==> config.mk <==
export PLATFORM = sky130hd
export DESIGN_NAME = reg_trace_tx
export DESIGN_NICKNAME = d
export VERILOG_FILES = /design/src/rtl/reg_trace_pkg.sv /design/src/rtl/reg_trace_fifo.sv /design/src/rtl/reg_trace_tx.sv
export SDC_FILE = /design/constraint.sdc
export NUM_CORES = 1
export LEC_CHECK = 0
export BUFFER_PORTS_ARGS = -buffer_cell sky130_fd_sc_hd__buf_2
export CAP_MARGIN = 20
export CELL_PAD_IN_SITES_DETAIL_PLACEMENT = 1
export CELL_PAD_IN_SITES_GLOBAL_PLACEMENT = 1
export CORE_UTILIZATION = 35
export CTS_CLUSTER_SIZE = 12
export DETAILED_ROUTE_END_ITERATION = 10
export PLACE_DENSITY = 0.62
export SLEW_MARGIN = 0
export SYNTH_ARGS = -nofsm -noshare
export SYNTH_HDL_FRONTEND = slang
export SYNTH_HIERARCHICAL = 1
export SYNTH_SLANG_ARGS = --single-unit
export TNS_END_PERCENT = 20
==> constraint.sdc <==
create_clock -name clock -period 5.2 [get_ports clock]
set_clock_uncertainty 0.2 [all_clocks]
set_input_delay 0 -clock clock [delete_from_list [all_inputs] [get_ports clock]]
set_output_delay 0 -clock clock [all_outputs]
set_load 0.05 [all_outputs]
==> src/rtl/reg_trace_pkg.sv <==
// rtl/reg_trace_pkg.sv - shared types and constants for the register trace transmitter
// Purpose: state encoding, record kinds, widths and the trace record layout
//          used by reg_trace_tx and reg_trace_fifo.
// Ports:   none (package).
package reg_trace_pkg;

  localparam int CYCLE_W        = 10;
  localparam int NREGS          = 32;
  localparam int IDX_W          = 5;
  localparam int DEF_FIFO_DEPTH = 4;

  localparam logic KIND_WRITE = 1'b0;
  localparam logic KIND_DUMP  = 1'b1;

  typedef enum logic [2:0] {
    IDLE,
    RUN,
    DRAIN,
    DUMP_ADDR,
    DUMP_SETTLE,
    DUMP_SEND,
    DONE
  } state_t;

  typedef struct packed {
    logic [CYCLE_W-1:0] cycle;
    logic [IDX_W-1:0]   regn;
    logic [31:0]        data;
  } trace_rec_t;

endpackage

==> src/rtl/reg_trace_fifo.sv <==
// rtl/reg_trace_fifo.sv - synchronous trace record FIFO with full/empty flags
// Purpose: buffers write-back trace records; the head entry is visible on
//          o_head whenever o_empty is low.
// Ports:   clock, reset (async active-low)
//          i_push/i_rec  write a record (ignored when full unless popping)
//          i_pop         remove the head record (ignored when empty)
//          o_head        current head record
//          o_full/o_empty occupancy flags
import reg_trace_pkg::*;

module reg_trace_fifo #(
  parameter int DEPTH = DEF_FIFO_DEPTH
) (
  input  logic       clock,
  input  logic       reset,
  input  logic       i_push,
  input  trace_rec_t i_rec,
  input  logic       i_pop,
  output trace_rec_t o_head,
  output logic       o_full,
  output logic       o_empty
);

  localparam int AW = $clog2(DEPTH);

  trace_rec_t     r_mem [DEPTH];
  logic [AW-1:0]  r_wptr;
  logic [AW-1:0]  r_rptr;
  logic [AW:0]    r_count;
  logic           w_do_pop;
  logic           w_do_push;

  assign o_empty = (r_count == '0);
  assign o_full  = (r_count == (AW+1)'(DEPTH));
  assign o_head  = r_mem[r_rptr];

  // A push into a full FIFO is legal only when the head leaves on the same edge.
  assign w_do_pop  = i_pop && !o_empty;
  assign w_do_push = i_push && (!o_full || w_do_pop);

  always_ff @(posedge clock or negedge reset) begin
    if (!reset) begin
      r_wptr  <= '0;
      r_rptr  <= '0;
      r_count <= '0;
      for (int i = 0; i < DEPTH; i++) begin
        r_mem[i] <= '0;
      end
    end else begin
      if (w_do_push) begin
        r_mem[r_wptr] <= i_rec;
        r_wptr        <= r_wptr + AW'(1);
      end
      if (w_do_pop) begin
        r_rptr <= r_rptr + AW'(1);
      end
      r_count <= r_count + {{AW{1'b0}}, w_do_push} - {{AW{1'b0}}, w_do_pop};
    end
  end

endmodule

==> src/rtl/reg_trace_tx.sv <==
// rtl/reg_trace_tx.sv - write-back trace and register dump record transmitter
// Purpose: snoops regfile write-back for run_cycles cycles, streams the trace
//          from a small FIFO, then borrows read port A to dump r0..r31.
// Ports:   clock, reset (async active-low); start/run_cycles begin a run
//          rwe/rd/rdata   snooped write-back
//          rs1_proc/rs1_out/regA  read port A pass-through / dump access
//          out_valid/out_ready/out_kind/out_cycle/out_reg/out_data  record stream
//          busy, done, overflow (sticky dropped-record flag)
import reg_trace_pkg::*;

module reg_trace_tx #(
  parameter int FIFO_DEPTH = DEF_FIFO_DEPTH
) (
  input  logic               clock,
  input  logic               reset,
  input  logic               start,
  input  logic [CYCLE_W-1:0] run_cycles,
  input  logic               rwe,
  input  logic [4:0]         rd,
  input  logic [31:0]        rdata,
  input  logic [4:0]         rs1_proc,
  output logic [4:0]         rs1_out,
  input  logic [31:0]        regA,
  output logic               out_valid,
  input  logic               out_ready,
  output logic               out_kind,
  output logic [CYCLE_W-1:0] out_cycle,
  output logic [4:0]         out_reg,
  output logic [31:0]        out_data,
  output logic               busy,
  output logic               done,
  output logic               overflow
);

  state_t             r_state;
  state_t             w_next;
  logic [CYCLE_W-1:0] r_run_len;
  logic [CYCLE_W-1:0] r_cyc;
  logic [4:0]         r_dump_idx;
  logic               r_dump_valid;
  logic [31:0]        r_dump_data;
  logic               r_overflow;

  trace_rec_t w_in_rec;
  trace_rec_t w_head;
  logic       w_full;
  logic       w_empty;
  logic       w_stream;
  logic       w_dumping;
  logic       w_idle;
  logic       w_start;
  logic       w_push;
  logic       w_pop;
  logic       w_drop;
  logic       w_last;
  logic       w_dump_accept;

  assign w_idle        = (r_state == IDLE) || (r_state == DONE);
  assign w_stream      = (r_state == RUN) || (r_state == DRAIN);
  assign w_dumping     = (r_state == DUMP_ADDR) || (r_state == DUMP_SETTLE) ||
                         (r_state == DUMP_SEND);
  assign w_start       = start && w_idle;
  assign w_push        = (r_state == RUN) && rwe && (rd != '0);
  assign w_pop         = w_stream && !w_empty && out_ready;
  assign w_drop        = w_push && w_full && !w_pop;
  assign w_last        = (r_cyc == r_run_len - CYCLE_W'(1));
  assign w_dump_accept = (r_state == DUMP_SEND) && r_dump_valid && out_ready;
  assign w_in_rec      = {r_cyc, rd, rdata};

  reg_trace_fifo #(.DEPTH(FIFO_DEPTH)) u_fifo (
    .clock   (clock),
    .reset   (reset),
    .i_push  (w_push),
    .i_rec   (w_in_rec),
    .i_pop   (w_pop),
    .o_head  (w_head),
    .o_full  (w_full),
    .o_empty (w_empty)
  );

  always_ff @(posedge clock or negedge reset) begin
    if (!reset) begin
      r_state <= IDLE;
    end else begin
      r_state <= w_next;
    end
  end

  always_comb begin
    w_next = r_state;
    case (r_state)
      IDLE, DONE: begin
        if (start) begin
          w_next = (run_cycles == '0) ? DRAIN : RUN;
        end
      end
      RUN:         if (w_last) w_next = DRAIN;
      // The FIFO head is the pending record, so empty means nothing in flight.
      DRAIN:       if (w_empty) w_next = DUMP_ADDR;
      DUMP_ADDR:   w_next = DUMP_SETTLE;
      DUMP_SETTLE: w_next = DUMP_SEND;
      DUMP_SEND: begin
        if (w_dump_accept) begin
          w_next = (r_dump_idx == 5'(NREGS-1)) ? DONE : DUMP_ADDR;
        end
      end
      default:     w_next = IDLE;
    endcase
  end

  always_ff @(posedge clock or negedge reset) begin
    if (!reset) begin
      r_run_len    <= '0;
      r_cyc        <= '0;
      r_dump_idx   <= '0;
      r_dump_valid <= 1'b0;
      r_dump_data  <= '0;
      r_overflow   <= 1'b0;
    end else begin
      if (w_start) begin
        r_run_len  <= run_cycles;
        r_cyc      <= '0;
        r_overflow <= 1'b0;
      end
      if (r_state == RUN) begin
        r_cyc <= r_cyc + CYCLE_W'(1);
      end
      if (w_drop) begin
        r_overflow <= 1'b1;
      end
      if (r_state == DRAIN) begin
        r_dump_idx <= '0;
      end
      // regA is a combinational read of rs1_out, which has held dump_idx since DUMP_ADDR.
      if (r_state == DUMP_SETTLE) begin
        r_dump_valid <= 1'b1;
        r_dump_data  <= regA;
      end
      if (w_dump_accept) begin
        r_dump_valid <= 1'b0;
        if (r_dump_idx != 5'(NREGS-1)) begin
          r_dump_idx <= r_dump_idx + 5'd1;
        end
      end
    end
  end

  assign rs1_out   = w_dumping ? r_dump_idx : rs1_proc;
  assign out_valid = w_stream ? !w_empty : r_dump_valid;
  assign out_kind  = w_stream ? KIND_WRITE : (r_dump_valid ? KIND_DUMP : KIND_WRITE);
  assign out_cycle = w_stream ? w_head.cycle : '0;
  assign out_reg   = w_stream ? w_head.regn : r_dump_idx;
  assign out_data  = w_stream ? w_head.data : r_dump_data;
  assign busy      = !w_idle;
  assign done      = (r_state == DONE);
  assign overflow  = r_overflow;

endmodule

==> summary.txt <==
Mean Syn Cell Area -> 14.5 um^2
Tightest Hold Check Type -> in2reg
Post-synth EDFFs -> 0
Via/cell ratio -> 5.02
Pre-CTS setup slack -> 1430 ps
Reg-to-reg slack, setup -> 1460 ps
CP max FO -> 33
TritonCTS clock tree -> yes
Layout Nets -> 1203
Dpl hpwl -> 18800 um
Die X-Extent -> 189 um
Reg2reg path depth -> 7
Global route overflow -> 0
IO Port Bufs -> 145
Post-CTS resize count -> 0
Syn nets -> 941
Final setup margin -> 1460 ps
Worst-margin pin slew -> 865 ps
Status -> finished, final reports clean
Clock sink count -> 257
Final TNS setup -> 0 ps
Final critical-path required period -> 3740 ps
Total track usage -> 17.7%
Critical path class -> reg2reg
Synth Register Bits -> 257
Most numerous cell in the Yosys netlist -> dfrtp_1
Max-slew violation count -> 0
Post-route DRC -> 0
Clock Tree Root -> clkbuf_16
DR WL/cell -> 19.4 um
GP Congestion -> 0.758
Seq/Total Area, Yosys -> 52.7%
Primary FF master, synth -> dfrtp_1
Unrepaired setup endpoints after global routing -> false
Hold depth -> 3
Drt initial violations -> 326
Post-route clock period utilization -> 71.9%
Setup bufs post-CTS -> 0
Max rail drop VDD -> 0.302 mV
Post-synth cell types -> 56
Fmax -> 267 MHz
Antenna viol nets, final -> 0
H-tree levels -> 1
Mapped cell area -> 0.0122 mm^2
Beginning of the worst register-to-register path -> r_state[0]$_DFFE_PN0P_
FFs w/ async S/R, synth -> 100%
Rel. slew slack -> 42.4%
CP Capture Type -> flop
Max-cap violations -> 0
Area grow syn2layout -> 27.3%
Hold Vio Cnt, Final -> 0
Hold_buf cts -> 122
Synth top area cells -> dfrtp_1, mux2_2, mux4_2
Synthesis Warnings -> 6
Pwr dens -> 270 mW/mm^2
Fin Hold WS -> 27.7 ps
Core ar. -> 0.0345 mm^2
Worst hold endpoint -> r_dump_data[14]$_DFFE_PN0P_
Vias in the first global route -> 8847
Antenna Cells -> 0
Synth top area share -> 52.7%
Initial antenna violation count -> 0
Maximum number of pins on one net before global-route repair -> 116
Maximum root-to-sink buffer count -> 3
Layout cell share with drive strength beyond 1 -> 41.3%
Leakage -> 7.53 nW
Clk_lat worst skew -> 550 ps
Site Rows -> 68
Clock slew at reported path FFs -> 60 ps
First-pass iteration count of the detailed router -> 4
Initial Util -> 35.4%
Die height -> 189 um
CTS Buf Count -> 29
Hold Startpoint -> regA[14]
CP Data Required Time -> 5430 ps
Dominant cell type by area after synthesis -> dfrtp_1
First-pass GRT wire length -> 49800 um
Worst path arrival time -> 3970 ps
Die footprint -> 0.0356 mm^2
Drt total wl -> 30600 um
Via count -> 7942
Final setup violating endpoints -> 0
Synth top cells by count -> dfrtp_1, mux2_2, mux2_1
CP Launch Type -> flop
# IOs -> 146
Synthesized instance count -> 842
Worst r2r dst -> u_fifo/r_mem[173]$_DFFE_PN0P_
where the power goes:
part	total [W]	internal (W)	switching [W]
registers	0.00200	0.00200	0
logic	0.000169	0.0000889	0.0000801
clock network	0.00203	0.00121	0.000817
total	0.00420	0.00330	0.000897
layout by cell type, fill, tap and decap left out, drive strengths merged, types with 11 or more instances in the layout:
cell,netlist,routed
and2,12,12
buf,33,158
clkbuf,15,48
dfrtp,257,257
dlygate4sd3,0,121
inv,10,11
mux2,263,263
mux4,47,47
nand2,50,50
nor2,19,19
o21ai,17,17
xnor2,13,13
cell families (layout without fill, tap and decap cells):
| group | count (synthesis) | in the layout | share of synthesized area (%) |
|---|---|---|---|
| and+or+nand+nor | 139 | 139 | 6.15 |
| buffers and inverters | 58 | 343 | 2.98 |
| muxes | 313 | 313 | 33.2 |
| DFF | 257 | 257 | 52.7 |
| AOI/OAI and AO/OA | 47 | 47 | 2.56 |
| adders and majority gates | 10 | 10 | 1.09 |
| xor gates and xnor gates | 18 | 18 | 1.29 |
through the flow:
step | area, um^2 | power [W] | cells | utilization (%)
6_report | 15500 | 0.00420 | 1582 | 45.1
5_1_grt | 15500 | 0.00436 | 1582 | 45.1
4_1_cts | 15500 | 0.00427 | 1582 | 45.1
3_5_place_dp | 13300 | 0.00213 | 1406 | 38.7
3_3_place_gp | 13300 | 0.00213 | 1406 | 38.7
2_1_floorplan | 12200 | 0.00204 | 842 | -
registers in the layout, summed over array words and instances, names as in the netlist:
register	count
u_fifo/r_rptr	2
u_fifo/r_mem	188
r_dump_idx	5
r_run_len	10
overflow	1
r_dump_valid	1
r_state	3
u_fifo/r_count	3
r_dump_data	32
u_fifo/r_wptr	2
r_cyc	10
worst max-delay path: stages (launching register included):
cell	delay, ps
dfrtp_1	490
inv_2	190
nor3_1	710
o311a_1	470
nand2_1	150
nor2_4	440
buf_4	550
mux2_2	400
worst max-delay path by stage:
stage / start / end / slack (ps) / cells after the start
2_1_floorplan: r_state[0]$_DFFE_PN0P_ / u_fifo/r_count[2]$_DFF_PN0_ / 2180 / 13
3_3_place_gp: r_state[0]$_DFFE_PN0P_ / u_fifo/r_mem[173]$_DFFE_PN0P_ / 1570 / 7
3_5_place_dp: r_state[0]$_DFFE_PN0P_ / u_fifo/r_mem[15]$_DFFE_PN0P_ / 1430 / 7
4_1_cts: r_state[0]$_DFFE_PN0P_ / u_fifo/r_mem[9]$_DFFE_PN0P_ / 1400 / 7
5_1_grt: r_state[0]$_DFFE_PN0P_ / u_fifo/r_mem[3]$_DFFE_PN0P_ / 1180 / 7
6_report: r_state[0]$_DFFE_PN0P_ / u_fifo/r_mem[173]$_DFFE_PN0P_ / 1460 / 7
routing by layer:
metal / wire length, um / up-vias / GRT usage (%)
met3: 874 / 35 / 2.09
met2: 15400 / 115 / 30.6
met4: 484 / 0 / 3.50
met5: 0 / - / 0
met1: 13900 / 4184 / 23.9
li1: - / 3608 / -
area by class of cell:
cell class	instances	area, um^2
repair buffers	279	2080
clock inverters	6	72.6
inverters	10	37.5
flip-flops and latches	257	6440
clock buffers	48	887
multi-input cells	527	5440
fillers	3518	18900
well taps	455	569
Note: power is estimated with default switching activity, not from simulation.
